File: src/rtl/sel_enc_pkg.sv
// Shared widths, instruction field positions and IR stage state for the select/encode stage.
package sel_enc_pkg;

    localparam int unsigned DEF_DATA_W     = 32;
    localparam int unsigned DEF_OPCODE_W   = 5;
    localparam int unsigned DEF_REG_ADDR_W = 4;
    localparam int unsigned DEF_C_W        = DEF_DATA_W - DEF_OPCODE_W - 2 * DEF_REG_ADDR_W;

    // Field LSBs for the default layout; C occupies [DEF_C_W-1:0] and overlaps rc.
    localparam int unsigned OPCODE_LSB = DEF_DATA_W - DEF_OPCODE_W;
    localparam int unsigned RA_LSB     = OPCODE_LSB - DEF_REG_ADDR_W;
    localparam int unsigned RB_LSB     = RA_LSB - DEF_REG_ADDR_W;
    localparam int unsigned RC_LSB     = RB_LSB - DEF_REG_ADDR_W;

    typedef enum logic {
        EMPTY,
        FULL
    } stage_e;

endpackage

File: src/rtl/sel_encode_stage_reg_decoder.sv
// Enabled binary-to-one-hot decoder for a register index.
module reg_decoder #(
    parameter int unsigned ADDR_W = 4
) (
    input  logic [ADDR_W-1:0]      idx,
    input  logic                   en,
    output logic [2**ADDR_W-1:0]   onehot
);

    // One bit per register, all zero when disabled.
    always_comb begin
        onehot = '0;
        if (en) begin
            onehot[idx] = 1'b1;
        end
    end

endmodule

File: src/rtl/sel_encode_stage.sv
// Registered IR stage with register-select encoding, C sign extension and a
// pending-load scoreboard for hazard detection.
module sel_encode_stage
    import sel_enc_pkg::*;
#(
    parameter int unsigned DATA_W     = DEF_DATA_W,
    parameter int unsigned OPCODE_W   = DEF_OPCODE_W,
    parameter int unsigned REG_ADDR_W = DEF_REG_ADDR_W,
    parameter int unsigned C_W        = DATA_W - OPCODE_W - 2 * REG_ADDR_W
) (
    input  logic                     clock,
    input  logic                     clear,
    input  logic [DATA_W-1:0]        ir_in,
    input  logic                     ir_valid,
    output logic                     ir_ready,
    input  logic                     retire,
    input  logic                     gra,
    input  logic                     grb,
    input  logic                     grc,
    input  logic                     r_in,
    input  logic                     r_out,
    input  logic                     ba_out,
    output logic [2**REG_ADDR_W-1:0] reg_in,
    output logic [2**REG_ADDR_W-1:0] reg_out,
    output logic [OPCODE_W-1:0]      opcode,
    output logic [DATA_W-1:0]        c_sign_ext,
    output logic                     stage_valid,
    input  logic                     load_issue,
    input  logic                     wb_valid,
    input  logic [REG_ADDR_W-1:0]    wb_idx,
    output logic                     hazard,
    output logic                     sel_err
);

    localparam int unsigned NUM_REGS = 2**REG_ADDR_W;
    localparam int unsigned OP_LO    = DATA_W - OPCODE_W;
    localparam int unsigned RA_LO    = OP_LO - REG_ADDR_W;
    localparam int unsigned RB_LO    = RA_LO - REG_ADDR_W;
    localparam int unsigned RC_LO    = RB_LO - REG_ADDR_W;

    stage_e                stage_q, stage_d;
    logic [DATA_W-1:0]     ir_q, ir_d;
    logic [NUM_REGS-1:0]   busy_q, busy_d;
    logic                  sel_err_q, sel_err_d;

    logic                  accept;
    logic                  multi_sel;
    logic                  sel_en;
    logic [REG_ADDR_W-1:0] ra, rb, rc, sel_idx;
    logic [NUM_REGS-1:0]   sel_onehot;
    logic [C_W-1:0]        c_field;

    assign ra      = ir_q[RA_LO +: REG_ADDR_W];
    assign rb      = ir_q[RB_LO +: REG_ADDR_W];
    assign rc      = ir_q[RC_LO +: REG_ADDR_W];
    assign c_field = ir_q[C_W-1:0];

    assign stage_valid = (stage_q == FULL);
    assign ir_ready    = !stage_valid || retire;
    assign accept      = ir_valid && ir_ready;
    assign multi_sel   = (gra && grb) || (gra && grc) || (grb && grc);

    // IR stage next state: accept wins over retire, retire while empty is a no-op.
    always_comb begin
        stage_d = stage_q;
        ir_d    = ir_q;
        if (accept) begin
            stage_d = FULL;
            ir_d    = ir_in;
        end else if (retire && stage_valid) begin
            stage_d = EMPTY;
        end
    end

    // Scoreboard and sticky select error; the set is applied last so it wins a same-index clear.
    always_comb begin
        busy_d    = busy_q;
        sel_err_d = sel_err_q || (stage_valid && multi_sel);
        if (wb_valid) begin
            busy_d[wb_idx] = 1'b0;
        end
        if (load_issue && stage_valid) begin
            busy_d[ra] = 1'b1;
        end
    end

    // State registers.
    always_ff @(posedge clock or posedge clear) begin
        if (clear) begin
            stage_q   <= EMPTY;
            ir_q      <= '0;
            busy_q    <= '0;
            sel_err_q <= 1'b0;
        end else begin
            stage_q   <= stage_d;
            ir_q      <= ir_d;
            busy_q    <= busy_d;
            sel_err_q <= sel_err_d;
        end
    end

    // Prioritised field select: Gra over Grb over Grc.
    always_comb begin
        sel_idx = '0;
        if (gra) begin
            sel_idx = ra;
        end else if (grb) begin
            sel_idx = rb;
        end else if (grc) begin
            sel_idx = rc;
        end
    end

    assign sel_en = stage_valid && (gra || grb || grc);

    reg_decoder #(
        .ADDR_W (REG_ADDR_W)
    ) u_reg_decoder (
        .idx    (sel_idx),
        .en     (sel_en),
        .onehot (sel_onehot)
    );

    assign reg_in     = sel_onehot & {NUM_REGS{r_in}};
    assign reg_out    = sel_onehot & {NUM_REGS{r_out || ba_out}};
    assign opcode     = ir_q[OP_LO +: OPCODE_W];
    assign c_sign_ext = {{(DATA_W - C_W){c_field[C_W-1]}}, c_field};
    assign hazard     = stage_valid && (busy_q[ra] || busy_q[rb] || busy_q[rc]);
    assign sel_err    = sel_err_q;

endmodule

File: config.mk
export PLATFORM = sky130hd
export DESIGN_NAME = sel_encode_stage
export DESIGN_NICKNAME = d
export VERILOG_FILES = /design/src/rtl/sel_enc_pkg.sv /design/src/rtl/sel_encode_stage_reg_decoder.sv /design/src/rtl/sel_encode_stage.sv
export SDC_FILE = /design/constraint.sdc
export NUM_CORES = 1
export LEC_CHECK = 0
export ABC_AREA = 1
export BUFFER_PORTS_ARGS = -buffer_cell sky130_fd_sc_hd__buf_2
export CAP_MARGIN = 20
export CORE_ASPECT_RATIO = 0.9
export CORE_MARGIN = 3
export CORE_UTILIZATION = 30
export DETAILED_ROUTE_END_ITERATION = 16
export GPL_TIMING_DRIVEN = 0
export HOLD_SLACK_MARGIN = 0.06
export PLACE_DENSITY = 0.51
export SLEW_MARGIN = 20
export SYNTH_ARGS = -nofsm -noshare
export SYNTH_HDL_FRONTEND = slang
export SYNTH_SLANG_ARGS = --single-unit
File: constraint.sdc
create_clock -name clock -period 2.6 [get_ports clock]
set_clock_uncertainty 0.1 [all_clocks]
set_input_delay 0.52 -clock clock [delete_from_list [all_inputs] [get_ports clock]]
set_output_delay 0.52 -clock clock [all_outputs]
set_load 0.005 [all_outputs]
Word-level counts from Yosys, hierarchy flattened:

Cells that the tools add are included.

* output and inout bits: 73
* flip-flop bits (word level): 50
* word-level logic and storage cells: 60

* magnitude comparators: 8
* bitwise logic cells: 5
* multiplexer cells: 20
* reductions and logical operators: 23

Operators with widths (count)
* $and A16 B16 Y16: 3
* $mux W16: 3
* $lt A4 B5 Y1 const B: 5
* $not A16 Y16: 1
* $or A16 B16 Y16: 1
* $bmux W1 S4: 3
* $demux W1 S4: 3
* $ge A4 B1 Y1 const B: 3
* $logic_and A1 B1 Y1: 12
* $mux W4: 3
* $logic_or A1 B1 Y1: 9
* $mux W1: 8
* $reduce_bool A2 Y1: 1
* $logic_not A1 Y1: 1

Longest topological paths before layout:

Gate-level depths: netlist of run 1.

* depth after elaboration: 9
* mapped depth: 12
* gate-level depth less buffers: 11

Modules after synthesis:

Synthesis of run 1 repeated with hierarchy kept, for this count alone.

* cells, all modules: 455
* area total of the unflattened synthesis: 3326.9 µm²

By module, submodules not included
* sel_encode_stage: instances 1, area an instance 3200.6 µm², seq. area each 1251.2 µm², cells an instance 423
* reg_decoder: instances 1, area an instance 126.4 µm², seq. area each 0.0 µm², cells an instance 32

Least setup slack after synthesis of run 1:

No wires, ideal clock.

* path kind: input to output
* start: input gra
* end: output reg_in[12]
* stages: 6
* path buffers: 1
* slack: 0.615 ns
* data required time: 1.980 ns
* arrival: 1.365 ns
* cell sequence: buf_4 -> or2_1 -> o21ai_2 -> inv_2 -> nand3_2 -> nor3_1

* longest elaborated chain between the ends: 7
* elaborated cells on any way between the ends: 11
* those cells by class: 2 x order compare; 4 x mux; 1 x bitwise; 4 x reduce/logical

RTL lines
* from (decl): RTL line sel_encode_stage.sv:17 `input logic gra,`
* $mux W4: RTL line sel_encode_stage.sv:105 `if (gra) begin`
* $lt A4 B5 Y1 (implied by the code) or $ge A4 B1 Y1 (tied branches): RTL line sel_encode_stage_reg_decoder.sv:14 `onehot[idx] = 1'b1;`
* $logic_and A1 B1 Y1 (implied by the code): RTL line sel_encode_stage_reg_decoder.sv:14
* $mux W1 (implied by the code): RTL line sel_encode_stage_reg_decoder.sv:14
* $demux W1 S4
* $mux W16 (*): RTL line sel_encode_stage_reg_decoder.sv:13 `if (en) begin`
* $and A16 B16 Y16 (*): RTL line sel_encode_stage.sv:124 `assign reg_in = sel_onehot & {NUM_REGS{r_in}};`
* to (decl): RTL line sel_encode_stage.sv:23 `output logic [2**REG_ADDR_W-1:0] reg_in,`

Mark *: on every way between the ends. The rest lies on a longest branch, timed or not.

Worst setup path in the final report of run 1:

* start: register ir_q[16]
* end: output reg_out[15]

* longest elaborated chain between the ends: 9
* elaborated cells on any way between the ends: 10
* those cells by class: 2 x order compare; 6 x mux; 1 x bitwise; 1 x reduce/logical

RTL lines
* from (decl): RTL line sel_encode_stage.sv:42 `logic [DATA_W-1:0] ir_q, ir_d;`
* from (signal assigned): RTL line sel_encode_stage.sv:96 `ir_q <= ir_d;`
* $mux W4 (*): RTL line sel_encode_stage.sv:109 `end else if (grc) begin`
* $mux W4 (*): RTL line sel_encode_stage.sv:107 `end else if (grb) begin`
* $mux W4 (*): RTL line sel_encode_stage.sv:105
* $lt A4 B5 Y1 (implied by the code) or $ge A4 B1 Y1 (tied branches): RTL line sel_encode_stage_reg_decoder.sv:14
* $logic_and A1 B1 Y1 (implied by the code): RTL line sel_encode_stage_reg_decoder.sv:14
* $mux W1 (implied by the code): RTL line sel_encode_stage_reg_decoder.sv:14
* $demux W1 S4 (*)
* $mux W16 (*): RTL line sel_encode_stage_reg_decoder.sv:13
* $and A16 B16 Y16 (*): RTL line sel_encode_stage.sv:125 `assign reg_out = sel_onehot & {NUM_REGS{r_out || ba_out}};`
* to (decl): RTL line sel_encode_stage.sv:24 `output logic [2**REG_ADDR_W-1:0] reg_out,`

Marks and branches as above.

==> results of run 1 <==
[area by class of cell]
cell class	count	share of cell area [%]
Inverter	47	4.31
Tap cell	129	3.84
Sequential cell	50	29.8
Timing Repair Buffer	121	14.8
Clock buffer	6	3.30
Clock inverter	2	0.922
Multi-Input combinational cell	263	34.5
Buffer	48	8.53
[power groups by stage]
stage	sequential (mW)	clock, mW	combinational [mW]
floorplan	1.05	0	0.684
global placement	1.10	0	0.940
detailed placement	1.10	0	0.956
CTS	1.09	0.812	0.964
global route	1.10	0.840	1.11
finish	1.08	0.791	0.975
[state kept, by name, indices dropped and copies added (netlist names)]
name         count
ir_q            32
stage_valid      1
busy_q          16
sel_err          1
[logic make-up (layout without fill, tap and decap cells)]
group                  count (synthesis)  after routing  synth area share, %
AOI/OAI and AO/OA                     58             58                 11.2
DFF                                   50             50                 38.6
muxes                                 20             20                 6.95
and+or+nand+nor                      185            185                 26.6
buffers and inverters                 95            224                 16.6
[cell usage in the layout (no fill, tap or decap), types with 3 or more instances in the layout]
cell type / netlist / layout
a21oi_1: 13 / 13
buf_2: 3 / 121
buf_4: 40 / 41
buf_6: 3 / 3
clkbuf_16: 0 / 5
dfrtp_1: 50 / 48
inv_1: 39 / 37
inv_2: 5 / 7
mux2_1: 14 / 14
mux2_2: 6 / 6
nand2_1: 82 / 82
nand2_2: 5 / 5
nand3_1: 32 / 32
nand3_2: 5 / 5
nor2_1: 25 / 24
nor3_1: 29 / 29
o211ai_1: 5 / 5
o21ai_0: 26 / 26
o21ai_2: 3 / 3
o22ai_1: 5 / 5
[what timing repair did]
action                                  in CTS  in global routing
gates resized for setup                      1                  4
buffers inserted                             0                  1
endpoints found under the setup margin      15                 26
[path summary, 6_finish.rpt]
check                      slack [ns]  cells past startpoint     endpoint
setup / recovery                 0.16                      7  reg_out[15]
hold / removal                   0.14                      2      ir_q[3]
setup reg to reg                 1.00                      5      ir_q[7]
hold reg to reg                  0.38                      1      sel_err
max in group asynchronous        1.73                      3     ir_q[18]
min in group clock               0.33                      2     ir_q[27]
[metrics by stage]
step	cell area, sq um	util, %	cells
5_1_grt	4210	40.5	666
2_1_floorplan	3240	-	408
3_5_place_dp	4020	38.7	657
3_3_place_gp	4000	38.5	656
6_report	4210	40.5	666
4_1_cts	4190	40.4	665
[per-layer routing]
| metal | track usage, % | vias up | wire, microns |
|---|---|---|---|
| li1 | - | 1560 | - |
| met1 | 20.7 | 1446 | 4110 |
| met2 | 23.8 | 108 | 4060 |
| met3 | 4.52 | 10 | 794 |
| met4 | 2.77 | 0 | 77 |
| met5 | 0 | - | 0 |
==> flow_summary.ini, run 1 <==
[outcome]
status = complete, no violations

[global_routing]
grt_pass1_vias = 3067
grt_usage_pct = 15.1
grt-ovfl-total = 0
grt_max_degree = 30
antenna_found_initial = 0
grt_pass1_wl_microns = 14800

[setup_path]
slowest_delay_ns = 0.48
cp_data_required_time_ns = 1.98
startpoint = ir_q[16]
setup.worst_path.class = reg2out
crit_fanout = 6
crit_slowest_cell = dfrtp_1
path_buf_inv = 3
cp_cell_sequence = inv_2 -> o22ai_2 -> o21ai_4 -> clkinv_2 -> nand2_2 -> nor3_1 -> buf_2
path_delay_family = flip-flops
worstPathArrival_ns = 1.82
reg2reg_from = stage_valid
crit_path_end_kind = output port
cp-start-kind = flop

[route]
routedWlPerCell_microns = 13.6
avgViaCountPerCell = 4.69
ant_nets = 0
vias = 3124
drt_first_pass_iters = 5
drtIter0Drc = 97
wl_microns = 9040
drc_errors = 0

[die]
initial_utilization_pct = 31.2
rows = 35
coreArea_sq_um = 10400
die_w_microns = 116
io_pins = 121
dieArea_sq_um = 12100
die_h_microns = 105

[job]
maxCapViolations = 0

[place]
globalplace.congestion = 0.813
io_buffers = 119
hpwl_microns = 7210
pre_cts_ws_ns = 0.261

[power_and_ir_drop]
clkPwrFrac_pct = 27.8
p_switching_uw = 977
ir_worst_vdd_uv = 294
swShare_pct = 34.3
p_leak_nw = 2.20
p_per_area_nw_per_um2 = 676
pwr-share-comb_pct = 34.3
power_mw = 2.85
power_frac_seq_pct = 37.9
power.internal_mw = 1.87

[sta]
post-route-period-util_pct = 94.0
fin_hold_ws_ns = 0.139
finalSetupViolCount = 0
finalWorstSetupSlack_ns = 0.157
fin_tns_setup_ns = 0
slew_viol_final = 0
max_freq_mhz = 409
final_hold_viol_count = 0
tightestPinTransition_ns = 0.486
slew_headroom_pct = 67.5
fin_crit_ns = 2.44
rsz0062_at_grt = no

[final_layout]
insertedDiodeCount = 0
fillCellCount = 1090
synthToLayoutAreaGrowth_pct = 29.9
seqCellArea_sq_um = 1250
multiInputGateArea_sq_um = 1450
nNetsFinal = 584
layout-drive-gt1-share_pct = 40.4

[logic_synthesis]
synth_commonest_cells = nand2_1 (82), dfrtp_1 (50), buf_4 (40)
async_flop_share_pct = 100
syn_area_per_cell_sq_um = 7.94
synth_area_leaders = dfrtp_1 (39%), nand2_1 (9.5%), buf_4 (9.3%), nand3_1 (4.9%), mux2_1 (4.9%)
synth_cells = 408
synth.most_common_cell = nand2_1
yosysSeqAreaShare_pct = 38.6
synthesis.area_sq_um = 3240
synth.distinct_cells = 32
yosysTopAreaCell = dfrtp_1
synth-warning-count = 0
synth-edff-count = 0
synth_nets = 456
synth_top_area_share_pct = 38.6
synth-seq-cells = 50
ys.flop_type = dfrtp_1

[cts]
numCtsBuffers = 5
cts_tree = built
clock_latency_ns = 0.30
cts_hold_buffers = 0
h-tree-depth = 2
path_clk_slew_ns = 0.07
cts.path.max_buffers = 2
clock-root-buffer = clkbuf_16
clock-sinks = 50

[hold_path]
hold_path_class = in2async
(Power assumes the default switching activity.)
==> inputs of run 2 (changes only) <==
==> constraint.sdc (replaced) <==
create_clock -name clock -period 2.6 [get_ports clock]
set_clock_uncertainty 0.1 [all_clocks]
set_input_delay 0.52 -clock clock [delete_from_list [all_inputs] [get_ports clock]]
set_output_delay 0.52 -clock clock [all_outputs]
set_load 0.05 [all_outputs]
==> run 2 against run 1 <==
Effect of this change: total power is 14% higher; clock power is 3.7% lower; via count is 1.1% lower; maximum frequency is 3.1% lower; wire length is 1.8% higher; largest cell class unchanged.
==> flow_summary.ini, run 2 (synthesis results as in run 1) <==
[route]
drt_first_pass_iters = 4
top_layer_used = met4
wl_met2_microns = 4070
avgViaCountPerCell = 4.64
drtIter0Drc = 113
ant_nets = 0
drc_errors = 0
drt-met1-wl_microns = 4310
wl_met3_microns = 718
wl_microns = 9200
vias = 3090
routedWlPerCell_microns = 13.8

[setup_path]
path_buf_inv = 4
crit_path_end_kind = output port
crit_slowest_cell = buf_2
reg2reg_slack_ns = 0.98
cp_data_required_time_ns = 1.98
setup.worst_path.class = in2out
path_depth = 9
cp_cell_sequence = buf_2 -> inv_2 -> nand2_2 -> o22ai_1 -> o21ai_2 -> inv_1 -> nand3_2 -> nor3_1 -> buf_2
cp-start-kind = input port
rr_worst_depth = 5
crit_fanout = 8
slowest_delay_ns = 0.30
timing.critical_path.mode_cell = buf_2
path_delay_family = buffers and inverters
worstPathArrival_ns = 1.90

[cts]
path_clk_slew_ns = 0.07
cts_tree = built
clock-root-buffer = clkbuf_16
cts_hold_buffers = 0
cts.path.max_buffers = 2
h-tree-depth = 2
clock-sinks = 50
clock_latency_ns = 0.29
numCtsBuffers = 5

[final_layout]
final_common_cell = buf_2
layout-drive-gt1-share_pct = 44.1
fillCellCount = 1069
insertedDiodeCount = 0
final_area_sq_um = 4370
reg.largest.list = ir_q: 32 flops, busy_q: 16 flops
nNetsFinal = 584
layout_common_cells = buf_2 (103), nand2_1 (81), buf_4 (47), dfrtp_1 (47), inv_1 (36)
largest-register = ir_q
largest_reg_flops = 32
seqCellArea_sq_um = 1250
synthToLayoutAreaGrowth_pct = 35.0
multiInputGateArea_sq_um = 1550

[outcome]
status = complete, no violations

[place]
globalplace.congestion = 0.821
placed_cell_area_sq_um = 4080
io_buffers = 119
hpwl_microns = 7360

[power_and_ir_drop]
ir_worst_vdd_uv = 445
p_leak_nw = 2.20
p_per_area_nw_per_um2 = 739

[sta]
fin_tns_setup_ns = 0
max_freq_mhz = 397
slew_viol_final = 0
final_hold_viol_count = 0
post-route-period-util_pct = 96.9
fin_hold_ws_ns = 0.178
slew_headroom_pct = 61.4
finalSetupViolCount = 0
fin_crit_ns = 2.52
tightestPinTransition_ns = 0.577

[global_routing]
grt_usage_pct = 15.6
antenna_found_initial = 0
grt_max_degree = 28
grt-ovfl-total = 0
grt_pass1_vias = 3203
grt_pass1_wl_microns = 15400

[die]
dieArea_sq_um = 12100
die_h_microns = 105
initial_utilization_pct = 31.2
io_pins = 121
rows = 35
coreArea_sq_um = 10400
die_w_microns = 116

[job]
maxCapViolations = 0

[hold_path]
hold_path_class = in2async
[run 2: report_power, final]
| group | internal (mW) | switching (mW) |
|---|---|---|
| sequential | 0.940 | 0.143 |
| clock | 0.461 | 0.301 |
| combinational | 0.465 | 0.919 |
[run 2: path summary, 6_finish.rpt]
kind                                   from         to
worst min-delay path                  clear   ir_q[13]
min in group clock                 ir_in[9]    ir_q[9]
max in group asynchronous             clear   ir_q[15]
worst max register to register  stage_valid   ir_q[30]
worst min register to register      sel_err    sel_err
worst max-delay path                    grb  reg_in[8]
[run 2: what timing repair did]
| action | in CTS | in global routing |
|---|---|---|
| pin swaps | 0 | 2 |
| setup buffers | 1 | 0 |
| endpoints found under the setup margin | 28 | 32 |
| resized for setup | 3 | 50 |
[run 2: metrics by stage]
| step | setup slack (ns) | std cells | util (%) | power, mW |
|---|---|---|---|---|
| floorplan | -0.284 | 408 | - | 2.12 |
| global placement | 0.0123 | 656 | 39.1 | 2.42 |
| detailed placement | 0.107 | 657 | 39.3 | 2.45 |
| CTS | 0.0205 | 666 | 41.1 | 3.23 |
| global route | -0.00256 | 666 | 42.1 | 3.45 |
| finish | 0.0801 | 666 | 42.1 | 3.23 |
[run 2: cell type report]
class	instances	area share [%]
well taps	129	3.69
clock inverters	3	1.12
inverters	47	4.26
flip-flops and latches	50	28.7
plain buffers	48	8.21
repair buffers	121	15.7
multi-input cells	263	35.4
clock buffers	5	2.86
[run 2: worst register-to-register path: cells and delay by family (launching register included)]
kind	cells	cell delay, ns
flops	1	0.46
buf+inv	2	0.25
simple gates	2	0.37
mux	1	0.33
[run 2: layer usage]
metal	track usage (%)	up-vias
met5	0	-
met4	3.77	0
met3	4.46	8
met2	23.6	100
met1	21.9	1428
li1	-	1554
